==> config.mk <==
export PLATFORM = sky130hd
export DESIGN_NAME = card_dealer
export DESIGN_NICKNAME = d
export VERILOG_FILES = /design/src/rtl/card_dealer.sv
export SDC_FILE = /design/constraint.sdc
export NUM_CORES = 1
export LEC_CHECK = 0
export CAP_MARGIN = 20
export CORE_UTILIZATION = 65
export CTS_BUF_LIST = sky130_fd_sc_hd__clkbuf_16
export CTS_CLUSTER_DIAMETER = 50
export DETAILED_ROUTE_END_ITERATION = 7
export PLACE_DENSITY = 0.82
export SLEW_MARGIN = 20
export SYNTH_ARGS = -nofsm -noshare
export SYNTH_HDL_FRONTEND = slang
export SYNTH_SLANG_ARGS = --single-unit
==> constraint.sdc <==
create_clock -name clock -period 5.5 [get_ports clock]
set_input_delay 1.65 -clock clock [delete_from_list [all_inputs] [get_ports clock]]
set_output_delay 1.65 -clock clock [all_outputs]
set_load 0.01 [all_outputs]
==> src/rtl/card_dealer.sv <==
// card_dealer
//   Builds a deck of CARDS slots holding PAIRS card values (each value twice),
//   optionally shuffles it with a hardware Fisher-Yates pass, then writes the
//   deck into the DEPTH-word card memory. Addresses CARDS..DEPTH-1 get BLANK.
//
// Configuration macro:
//   CARD_DEALER_SHUFFLE_EN  defined   -> FILL, SHUF (LFSR-driven swaps), WRITE
//                           undefined -> FILL, WRITE (sorted deck, debug)
//
// Ports:
//   clock    in   system clock, rising edge
//   reset_n  in   asynchronous active-low reset
//   start    in   one-cycle deal request, sampled only in IDLE
//   seed     in   16-bit LFSR seed, captured when start is accepted
//   busy     out  high from the cycle after start is accepted until done
//   done     out  one-cycle pulse after the last memory write
//   wEn      out  memory write enable
//   wAddr    out  memory write address
//   wData    out  memory write data

module card_dealer #(
    parameter int unsigned PAIRS = 18,
    parameter int unsigned CARDS = 36,
    parameter int unsigned DEPTH = 64,
    parameter logic [4:0]  BLANK = 5'h1F
) (
    input  logic        clock,
    input  logic        reset_n,
    input  logic        start,
    input  logic [15:0] seed,
    output logic        busy,
    output logic        done,
    output logic        wEn,
    output logic [5:0]  wAddr,
    output logic [4:0]  wData
);

    localparam logic [5:0]  NCARDS    = 6'(CARDS);
    localparam logic [5:0]  LAST_CARD = 6'(CARDS - 1);
    localparam logic [5:0]  LAST_ADDR = 6'(DEPTH - 1);
    localparam logic [15:0] SEED_DFLT = 16'hACE1;

    typedef enum logic [2:0] {
        IDLE,
        FILL,
        SHUF,
        WRITE,
        DONE
    } state_t;

    state_t      state_q;
    logic [5:0]  idx_q;      // i during FILL/SHUF, k during WRITE
    logic        busy_q;
    logic        done_q;
    logic        wen_q;
    logic [5:0]  waddr_q;
    logic [4:0]  wdata_q;
    logic [4:0]  deck_q [CARDS];

`ifdef CARD_DEALER_SHUFFLE_EN
    logic [15:0] lfsr_q;
    logic [15:0] lfsr_d;
    logic [5:0]  mask_d;
    logic [5:0]  c_d;
    logic [5:0]  j_d;

    // Smearing i rightwards yields 2^ceil(log2(i+1))-1 for i >= 1.
    always_comb begin
        mask_d = idx_q | (idx_q >> 1) | (idx_q >> 2) | (idx_q >> 3)
               | (idx_q >> 4) | (idx_q >> 5);
        c_d    = lfsr_q[5:0] & mask_d;
        j_d    = (c_d > idx_q) ? (c_d - (idx_q + 6'd1)) : c_d;
        lfsr_d = {1'b0, lfsr_q[15:1]} ^ (lfsr_q[0] ? 16'hB400 : 16'h0000);
    end
`else
    logic unused_seed;
    assign unused_seed = ^seed;
`endif

    // Control FSM with registered outputs.
    always_ff @(posedge clock or negedge reset_n) begin
        if (!reset_n) begin
            state_q <= IDLE;
            idx_q   <= '0;
            busy_q  <= 1'b0;
            done_q  <= 1'b0;
            wen_q   <= 1'b0;
            waddr_q <= '0;
            wdata_q <= '0;
`ifdef CARD_DEALER_SHUFFLE_EN
            lfsr_q  <= SEED_DFLT;
`endif
        end else begin
            done_q <= 1'b0;
            wen_q  <= 1'b0;
            case (state_q)
                IDLE: begin
                    busy_q <= 1'b0;
                    if (start) begin
                        state_q <= FILL;
                        idx_q   <= '0;
`ifdef CARD_DEALER_SHUFFLE_EN
                        lfsr_q  <= (seed == 16'h0000) ? SEED_DFLT : seed;
`endif
                    end
                end
                FILL: begin
                    busy_q <= 1'b1;
                    if (idx_q == LAST_CARD) begin
`ifdef CARD_DEALER_SHUFFLE_EN
                        state_q <= SHUF;
                        idx_q   <= LAST_CARD;
`else
                        state_q <= WRITE;
                        idx_q   <= '0;
`endif
                    end else begin
                        idx_q <= idx_q + 6'd1;
                    end
                end
`ifdef CARD_DEALER_SHUFFLE_EN
                SHUF: begin
                    busy_q <= 1'b1;
                    lfsr_q <= lfsr_d;
                    if (idx_q == 6'd1) begin
                        state_q <= WRITE;
                        idx_q   <= '0;
                    end else begin
                        idx_q <= idx_q - 6'd1;
                    end
                end
`endif
                WRITE: begin
                    busy_q  <= 1'b1;
                    wen_q   <= 1'b1;
                    waddr_q <= idx_q;
                    wdata_q <= (idx_q < NCARDS) ? deck_q[idx_q] : BLANK;
                    if (idx_q == LAST_ADDR) begin
                        state_q <= DONE;
                    end else begin
                        idx_q <= idx_q + 6'd1;
                    end
                end
                DONE: begin
                    busy_q  <= 1'b1;
                    done_q  <= 1'b1;
                    state_q <= IDLE;
                end
                default: begin
                    busy_q  <= 1'b0;
                    state_q <= IDLE;
                end
            endcase
        end
    end

    // Deck storage has no reset: its contents are rebuilt by FILL every deal.
    always_ff @(posedge clock) begin
        if (state_q == FILL) begin
            deck_q[idx_q] <= idx_q[5:1];
        end
`ifdef CARD_DEALER_SHUFFLE_EN
        else if (state_q == SHUF) begin
            // When j == i both assignments carry the same value.
            deck_q[idx_q] <= deck_q[j_d];
            deck_q[j_d]   <= deck_q[idx_q];
        end
`endif
    end

    assign busy  = busy_q;
    assign done  = done_q;
    assign wEn   = wen_q;
    assign wAddr = waddr_q;
    assign wData = wdata_q;

endmodule

# == Word level (Yosys, flattened, before mapping) ==
# Memories as Yosys holds them, arrays and structs flattened.
# Index checks and enable logic that the tools add are counted.
# op_classes
add_sub_neg,1
multipliers,0
div_mod_pow,0
magnitude_cmp,1
n_eq_ne,9
shift,0
muxes,14
n_bitwise,0
n_reduce_logical,5
# op_table
cell,count
$mux 6,3
$pmux 6 s3,1
$eq 6x6->1 const B,2
$mux 3,3
$pmux 3 s3,1
$ne 2x2->1 const B,4
$add 6x1->6 const B,1
$lt 6x6->1 const B,1
$reduce_and 3->1,2
$mux 1,5
$mux 5,1
$eq 3x1->1 const B,1
$eq 3x2->1 const B,1
$eq 3x3->1 const B,1
$logic_not 3->1,1
$reduce_bool 3->1,1
$reduce_or 3->1,1
# totals
ff_bits,23
latch_bits,0
ram_bits,180
mem_bits_ro,0
inputBits,19
output_inout_bits,14
wordCells,38
mem_count,1
# mem_list
memory,depth,word_bits,read_ports,rd_clocked_by_memory_dff,write_ports,line_no,source
deck_q,36,5,1,0,1,58,logic [4:0] deck_q [CARDS];

# == Logic depth before layout (Yosys ltp) ==
# depth
ltp_word,3
ltp_mapped,8
mapped_depth_nobuf,6

# == Least setup slack after synthesis ==
# Ideal clock, no wire load.
# synth_timing
path_type,reg-to-reg
startpoint,register idx_q[3]
endpoint,"memory deck_q[11][0], enable pin"
setup_time_ps,381
arrival_time_ps,2241
t_required_ps,5119
slack_ps,2878
stages_incl_launch_ff,6
path_buffers,1
period_less_slack_ps,2622
path_cell_list,dfrtp_1 > buf_2 > inv_1 > nor3_1 > nand2_1 > nor4_1
# synth_lines
element,line_no,source
"start, declared",52,logic [5:0] idx_q;
"start signal, assigned",118,idx_q <= idx_q + 6'd1;
"start signal, assigned",141,idx_q <= idx_q + 6'd1;
"end, declared",58,
# No word-level cell before the write port.

# == Worst setup path after layout ==
# layout_timing
startpoint,register idx_q[4]
endpoint,"memory deck_q[11][1], enable pin"
# No word-level cell before the write port.

==> results.cfg <==
[floorplanning]
die_w_microns = 115
io_pins = 33
coreArea_sq_mm = 0.0123
start_util = 0.678
die_h_microns = 115
rows = 40
die_area_sq_mm = 0.0133

[power_and_ir_drop]
p_leak_nw = 3.10
switching_power_uw = 553
netSwitchingFraction = 0.185
p_total_mw = 2.99
internal_power_mw = 2.44
seqPwrFrac = 0.553
irDropWorstVdd_mv = 0.192
powerDensity_mw_per_mm2 = 326
p_comb_frac = 0.001
pwr-share-clk = 0.446

[setup_path]
crit_type = reg2reg
crit_arrival_ns = 3.17
rr_startpoint = idx_q[4]$_DFFE_PN0P_
slowest_stage = nor4_1
cp.required_ns = 5.60
cp_slowest_stage_delay_ns = 0.89
cp-end-kind = flop
cp-start-kind = flop
ff2ff_setup_slack_ns = 2.43
ff2ff_path_depth = 4
rr_endpoint = deck_q[11][1]$_DFFE_PP_
worstPathCellList = buf_4 -> nor3_1 -> nand2_1 -> nor4_1
cp_max_fo = 49

[sta]
final.min_clock_period_ns = 3.07
rsz0062_at_grt = false
hold_violations = 0
hold_ws_ns = 0.481
fin_crit_sh = 0.559
tightest_slew_ns = 1.04
final-setup-viol-count = 0
drv_slew = 0
finalSetupTns_ns = 0
fin_skew_ns = 0.00906
max_freq_mhz = 325
worst_slack_ns = 2.43
relSlewSlack = 0.301

[grt]
grt_max_degree = 63
grt_pass1_vias = 4889
grtUsageMet3 = 0.0569
grtUsageTotal = 0.290
busiest_layer = met2
grt_antenna_before_repair = 0
grt-ovfl-total = 0
grt_util_met2 = 0.464
grt_pass1_wl_microns = 28100
grtUsageMet1 = 0.403

[route]
wl_microns = 18300
dr.pass1.iters = 5
via_per_inst = 6.86
drc = 0
num_vias = 4991
wl_per_cell_microns = 25.1
ant_nets = 0
drt_iter0_drc = 765

[clocking]
cts_tree = done
clk_latency_ns = 0.48
cts_setup_buffers = 0
numCtsBuffers = 21
clk_pin_slew_ns = 0.06
htreeDepth = 1
cts.path.max_buffers = 3
cts_hold_buf = 0
ctsResizeCount = 0
root_buffer = clkbuf_16
clock_sinks = 203

[cells_and_area]
syn_to_final_growth_pct = 10.2
drive_gt1_frac = 0.123
final_util = 0.748
final_net_count = 566
nFillCells = 696
diodes = 0

[logic_synthesis]
synth_area_per_cell_sq_um = 15.6
post_synth_instance_area_sq_mm = 0.00832
ys_seq_elements = 203
ys_seq_area_frac = 0.719
synth_flop_cell = edfxtp_1
synth_top_cell_area_share = 0.650
synth_area_leaders = edfxtp_1 (65%), dfrtp_1 (6.9%), mux2i_1 (2.8%)
synth_warnings = 0
synth_enable_flop_cells = 180
synthTopCellsByCount = edfxtp_1 (180), nor2_1 (48), nand2_1 (35)
synthArstFlopShare = 0.113
yosysTopAreaCell = edfxtp_1
ys_types = 64
yosysMostFrequentCell = edfxtp_1
synth_cells = 534
syn-num-nets = 554

[status]
outcome = complete, no violations

[worst_hold_path]
hold_depth = 2
hp-class = reg2reg
holdPathEnd = wAddr[5]$_DFFE_PN0P_
worstHoldStart = wAddr[5]$_DFFE_PN0P_

[placement]
io_buffers = 16
place_congestion = 0.837
place_hpwl_microns = 11000
post-place-ws_ns = 2.41

[run]
maxCapViolCount = 0
## layer usage
metal	routed length, microns	vias up
met1	7030	2468
met3	1840	50
li1	-	2140
met5	0	-
met4	627	0
met2	8790	333
## logic make-up after synthesis
logic type	after synthesis	synth area share
AOI/OAI and AO/OA	100	0.0917
xor gates and xnor gates	4	0.00421
adders and majority gates	1	0.00150
buffers and inverters	42	0.0296
DFF	203	0.719
muxes	49	0.0769
and+or+nand+nor	135	0.0772
## placed cells by master (no fill, tap or decap), types with 6 or more instances in the layout
master and instances:
clkbuf_16 21, nand2_1 35, a21oi_1 8, buf_4 6, mux2_2 14, nand3_1 14, nor2_1 48, inv_1 12
edfxtp_1 180, mux2i_1 23, dfrtp_1 20, clkinv_1 6, clkdlybuf4s50_1 15, o211ai_1 7, a31oi_1 8, mux4_2 6
a221oi_1 22, nor3_1 7, a211oi_1 8, o21ai_0 15
## layout make-up
| class | count | area, sq um | area share |
|---|---|---|---|
| repair buffers | 22 | 200 | 0.0218 |
| clock buffers | 21 | 526 | 0.0573 |
| inverters | 9 | 33.8 | 0.00368 |
| clock inverters | 16 | 123 | 0.0134 |
| flip-flops and latches | 203 | 5990 | 0.653 |
| multi-input cells | 289 | 2090 | 0.228 |
| well taps | 168 | 210 | 0.0229 |
## sequential cells by signal, indices dropped and copies added (netlist names)
name	cells
idx_q	6
wAddr	6
wEn	1
done	1
deck_q	180
state_q	3
busy	1
wData	5
## critical path: cells and delay by family, from the launching register on
family	cells	cell delay, ns
simple gates	3	2.03
flops	1	0.36
buf+inv	1	0.29
## through the flow
step,area (sq um),instances
floorplan,8320,534
global placement,8530,691
detailed placement,8530,691
CTS,9180,728
global route,9170,728
finish,9170,728
## worst max path at each step
stage / start / end / slack [ns] / cells past startpoint
2_1_floorplan: idx_q[3]$_DFFE_PN0P_ / deck_q[11][0]$_DFFE_PP_ / 2.88 / 5
6_report: idx_q[4]$_DFFE_PN0P_ / deck_q[11][1]$_DFFE_PP_ / 2.43 / 4
3_5_place_dp: start / idx_q[5]$_DFFE_PN0P_ / 2.41 / 5
4_1_cts: idx_q[4]$_DFFE_PN0P_ / deck_q[11][2]$_DFFE_PP_ / 2.43 / 4
3_3_place_gp: start / idx_q[5]$_DFFE_PN0P_ / 2.43 / 5
5_1_grt: idx_q[1]$_DFFE_PN0P_ / wData[0]$_DFFE_PN0P_ / 2.31 / 6
## power groups by stage
stage	combinational, mW	sequential (mW)	clock [mW]
global placement	0.00469	1.69	0
finish	0.00423	1.65	1.33
CTS	0.00473	1.65	1.34
global route	0.00487	1.65	1.40
detailed placement	0.00477	1.69	0
floorplan	0.000000583	1.69	0
No activity file was read; power rests on OpenSTA's default activity.
==> patch 1, RTL diff (same flow settings) <==
Reset style: synchronous (`reset_n`), changed in one clocked block. Comments in the files are not updated.
--- a/src/rtl/card_dealer.sv
+++ b/src/rtl/card_dealer.sv
@@ -78,7 +78,7 @@
 `endif
 
     // Control FSM with registered outputs.
-    always_ff @(posedge clock or negedge reset_n) begin
+    always_ff @(posedge clock) begin
         if (!reset_n) begin
             state_q <= IDLE;
             idx_q   <= '0;
Behaviour: differs if reset_n is asserted again (counterexample within 4 cycles, from zero or initial values and one cycle with reset_n low); with reset_n held inactive, the same outputs for 10 cycles.
==> patch 1 against the original RTL <==
Synthesized cell count decreased by 8.2%. First-iteration DRC count shrank 31%. Register-to-register slack improved by 170 ps. Design area increased by 0.97%. Clock skew rose by 4.3 ps. Routed wire length fell by 7.0%. Global-route usage decreased by 1.6 points. Area after synthesis barely moved. Largest cell class unchanged. Sequential cell count up 6. Worst setup slack better by 20 ps.
Power is not compared: it rests on default switching activity, and its combinational part moved more than twofold at a synthesized area within 25%.
==> patch 1: results (changes against the original RTL) <==
status:
  status: "finished, final reports clean"  # unchanged
min_path:
  holdCritStartpoint: "wAddr[5]$_SDFFE_PN0P_"  # was wAddr[5]$_DFFE_PN0P_
  whs_endpoint: "wAddr[5]$_SDFFE_PN0P_"  # was wAddr[5]$_DFFE_PN0P_
place:
  place.detailed.hpwl_um: 10320  # was 10980 um
  dp_cells: 657  # was 691
  pre_cts_ws_ps: 2299  # was 2410 ps
  gp_congestion: 0.8446  # was 0.8372
detailed_routing:
  wl_met3_um: 1684  # was 1842 um
  num_vias: 4646  # was 4991
  met2_length_um: 8546  # was 8792 um
  wl_met1_um: 6378  # was 7029 um
  drt_iter0_markers: 529  # was 765
synth:
  syn_area_per_cell_um2: 16.99  # was 15.58 um^2
  yosysSeqAreaShare_pct: 71.89  # about the same
  synth_area_leaders: "edfxtp_1 65%, mux4_2 7.0%, dfxtp_1 7.0%"  # was edfxtp_1 65%, dfrtp_1 6.9%, mux2i_1 2.8%
setup_path:
  reg2reg_depth: 6  # was 4
  worstPathArrival_ps: 1400  # was 3170 ps
  crit_fanout: 2  # was 49
  crit_end: "wData[3]"  # was deck_q[11][1]$_DFFE_PP_
  slowest_delay_ps: 560  # was 890 ps
  crit_start: "wData[3]$_SDFFE_PN0P_"  # was idx_q[4]$_DFFE_PN0P_
  r2r_setup_slack_ps: 2600  # was 2430 ps
  cp_top_family: "buffers and inverters"  # was simple AND/OR/NAND/NOR gates
  cpMaxStageDelayCell: "clkdlybuf4s50_1"  # was nor4_1
global_route:
  grt_util_met1_pct: 37.82  # was 40.29%
  grtUsageTotal_pct: 27.44  # was 29.00%
  use_met2_pct: 44.86  # was 46.39%
  grt_pass1_wl_um: 26450  # was 28140 um
sta:
  fin_hold_ws_ps: 461.7  # was 480.5 ps
  worstMarginPinSlew_ps: 973.3  # was 1039 ps
  fmax_mhz: 327.5  # was 325.4 MHz
cells_and_area:
  final_layout_size_suffix_gt1_share_pct: 15.81  # was 12.32%
  layout.nets: 532  # was 566
  nFillCells: 660  # was 696
pwr:
  finalPower_mw: 3.201
patch 1: cell types whose count changed after synthesis, sizes merged, moves of 13 or more:
| cell | delta |
|---|---|
| dfrtp | -23 |
| a221oi | -17 |
| buf | -13 |
| dfxtp | +29 |
| mux4 | +20 |
| o21ai | -13 |
patch 1: final cells by class:
| type | count | area, um^2 | share of cell area [%] |
|---|---|---|---|
| Clock inverter | 15 | 122.6 | 1.324 |
| Multi-Input combinational cell | 253 | 2182 | 23.56 |
| Clock buffer | 21 | 525.5 | 5.675 |
| Inverter | 3 | 11.26 | 0.1216 |
| Tap cell | 168 | 210.2 | 2.270 |
| Sequential cell | 209 | 5988 | 64.67 |
| Timing Repair Buffer | 24 | 220.2 | 2.378 |
patch 1: cell families after synthesis:
kind of cell	Yosys count	synth area share [%]
adders and majority gates	1	0.1502
and+or+nand+nor	127	7.844
DFF	209	71.89
muxes	63	12.22
xor gates and xnor gates	5	0.5259
buffers and inverters	28	2.059
AOI/OAI and AO/OA	57	5.319
==> patch 2, RTL diff (config.mk and constraints unchanged) <==
Without the edit above. Change the parameter `CARDS` from 36 to 72.
--- a/src/rtl/card_dealer.sv
+++ b/src/rtl/card_dealer.sv
@@ -20,7 +20,7 @@
 
 module card_dealer #(
     parameter int unsigned PAIRS = 18,
-    parameter int unsigned CARDS = 36,
+    parameter int unsigned CARDS = 72,
     parameter int unsigned DEPTH = 64,
     parameter logic [4:0]  BLANK = 5'h1F
 ) (
Check against the original RTL: no difference found for any inputs over 10 cycles, from zero or initial values and one cycle with reset_n low; that may be too few to reach the edited logic, so the function may still have changed.
==> patch 2 against the original RTL <==
Final cell count down 61%. Power down 37%. Routed wire length down 72%. Sequential cell count down 140. Area after synthesis down 67%. Design area down 65%. Critical path depth up 1. Hold slack worse by 8.7 ps. First-iteration DRC count down 67%. Die area down 67%. Count of clock-buffer cells in the layout down 12. Worst setup slack better by 99 ps. Largest cell class unchanged.
==> patch 2: results (changes against the original RTL) <==
cells_and_area:
  final_layout_size_suffix_gt1_share_pct: 12.45  # was 12.32%
  nFillCells: 216  # was 696
  layout.nets: 248  # was 566
  largest_reg_flops: 40  # was 180
place:
  dp_cells: 267  # was 691
  placed_cell_area_um2: 2856  # was 8528 um^2
  pre_cts_ws_ps: 2264  # was 2410 ps
  place.detailed.hpwl_um: 3103  # was 10980 um
sta:
  relSlewSlack_pct: 33.14  # was 30.10%
  clock_skew_ps: 5.296  # was 9.061 ps
  period_share_pct: 54.09  # was 55.88%
global_route:
  grtUsageTotal_pct: 27.88  # was 29.00%
  grt_pass1_vias: 1697  # was 4889
synth:
  async_flop_share_pct: 36.51  # was 11.33%
  yosysSeqAreaShare_pct: 65.71  # was 71.89%
  synth_edf_count: 40  # was 180
  synth_common_cells: "40 x edfxtp_1, 32 x nand2_1, 23 x dfrtp_1, 17 x nor2_1, 9 x nand3_1"  # was 180 x edfxtp_1, 48 x nor2_1, 35 x nand2_1, 23 x dfrtp_1, 23 x mux2i_1
  syn-num-nets: 237  # was 554
  synth-xor-area-share_pct: 0.3239  # was 0.4211%
  synth.area.mux_share_pct: 6.571  # was 7.685%
  synth_area_leaders: "edfxtp_1 44%, dfrtp_1 21%, nand2_1 4.4%"  # was edfxtp_1 65%, dfrtp_1 6.9%, mux2i_1 2.8%
  synth_compound_gate_area_share_pct: 7.265  # was 9.174%
  yosysUniqueCellTypes: 46  # was 64
  syn_area_per_cell_um2: 12.46  # was 15.58 um^2
  synthAdderAreaFrac_pct: 0.4627  # was 0.1504%
clock_network:
  worst_skew_pair.late_latency_ps: 320  # was 480 ps
  cts_made_buffers: 9  # was 21
  htreeDepth: 3  # was 1
  cts_buffer_depth: 2  # was 3
setup_path:
  reg2reg_depth: 5  # was 4
  crit_fanout: 5  # was 49
  crit_start: "start"  # was idx_q[4]$_DFFE_PN0P_
  crit_end: "idx_q[0]$_DFFE_PN0P_"  # was deck_q[11][1]$_DFFE_PP_
  r2r_setup_slack_ps: 3010  # was 2430 ps
  r2r_start: "idx_q[1]$_DFFE_PN0P_"  # was idx_q[4]$_DFFE_PN0P_
detailed_routing:
  via_per_inst: 6.258  # was 6.856
  drt_iter0_markers: 256  # was 765
  first_pass_iters: 4  # was 5
  wirelength_um: 5106  # was 18290 um
  wl_per_cell_um: 18.04  # was 25.13 um
pwr:
  sequentialPower_mw: 0.779  # was 1.65 mW
  clkPwrFrac_pct: 30.8  # was 44.6%
  internal-power_mw: 1.273  # was 2.440 mW
  ir_drop_mv: 0.4358  # was 0.1922 mV
status:
  status: "finished, final reports clean"  # unchanged
min_path:
  hold_class: "register to register"  # unchanged
  whs_endpoint: "wAddr[3]$_DFFE_PN0P_"  # was wAddr[5]$_DFFE_PN0P_
  holdCritStartpoint: "wAddr[3]$_DFFE_PN0P_"  # was wAddr[5]$_DFFE_PN0P_
[patch 2: cell types whose count changed after synthesis, sizes merged, moves of 5 or more]
cell    unedited run  this run
mux2i             23         5
a211oi             8         0
nand3             15         9
nor2              49        18
inv                9         4
mux2              17         7
o211ai             7         1
o21ai             15         6
a31oi              8         2
buf               27         9
a221oi            22         3
edfxtp           180        40
mux4               9         2
[patch 2: cell families (layout without fill, tap and decap cells)]
| group | Yosys count | count (layout) |
|---|---|---|
| AOI/OAI and AO/OA | 29 | 29 |
| xor gates and xnor gates | 1 | 1 |
| adders and majority gates | 1 | 1 |
| buffers and inverters | 21 | 37 |
| DFF | 63 | 63 |
| muxes | 14 | 14 |
| and+or+nand+nor | 88 | 88 |
[patch 2: metal layers]
layer / up-vias / part of all wire [%] / routed length, um / GRT usage (%)
li1: 814 / - / - / -
met1: 840 / 40 / 2051 / 36.22
met2: 107 / 50 / 2552 / 43.49
met3: 10 / 8.1 / 416 / 8.219
met4: 0 / 1.7 / 85 / 12.50
met5: - / 0 / 0 / 0
[patch 2: cell type report]
type | count | area share (%)
sequential | 63 | 56.15
multi-input combinational | 133 | 26.37
clock buffer | 9 | 7.117
timing repair buffer | 17 | 5.140
clock inverter | 7 | 2.768
tap | 50 | 1.977
inverter | 4 | 0.4745
[patch 2: through the flow]
stage / util (%) / power, mW / hold WS (ps)
final: 79.11 / 1.891 / 471.8
after floorplan: - / 1.128 / 510.7
after global routing: 79.11 / 1.991 / 516.2
after global placement: 71.41 / 1.283 / 454.8
after detailed placement: 71.41 / 1.304 / 458.5
after CTS: 79.23 / 1.895 / 474.3
[patch 2: critical path: stages]
cell	delay, ps
clkdlybuf4s50_1	490
nor2b_1	200
o21bai_1	160
nor2_1	300
mux2_2	390
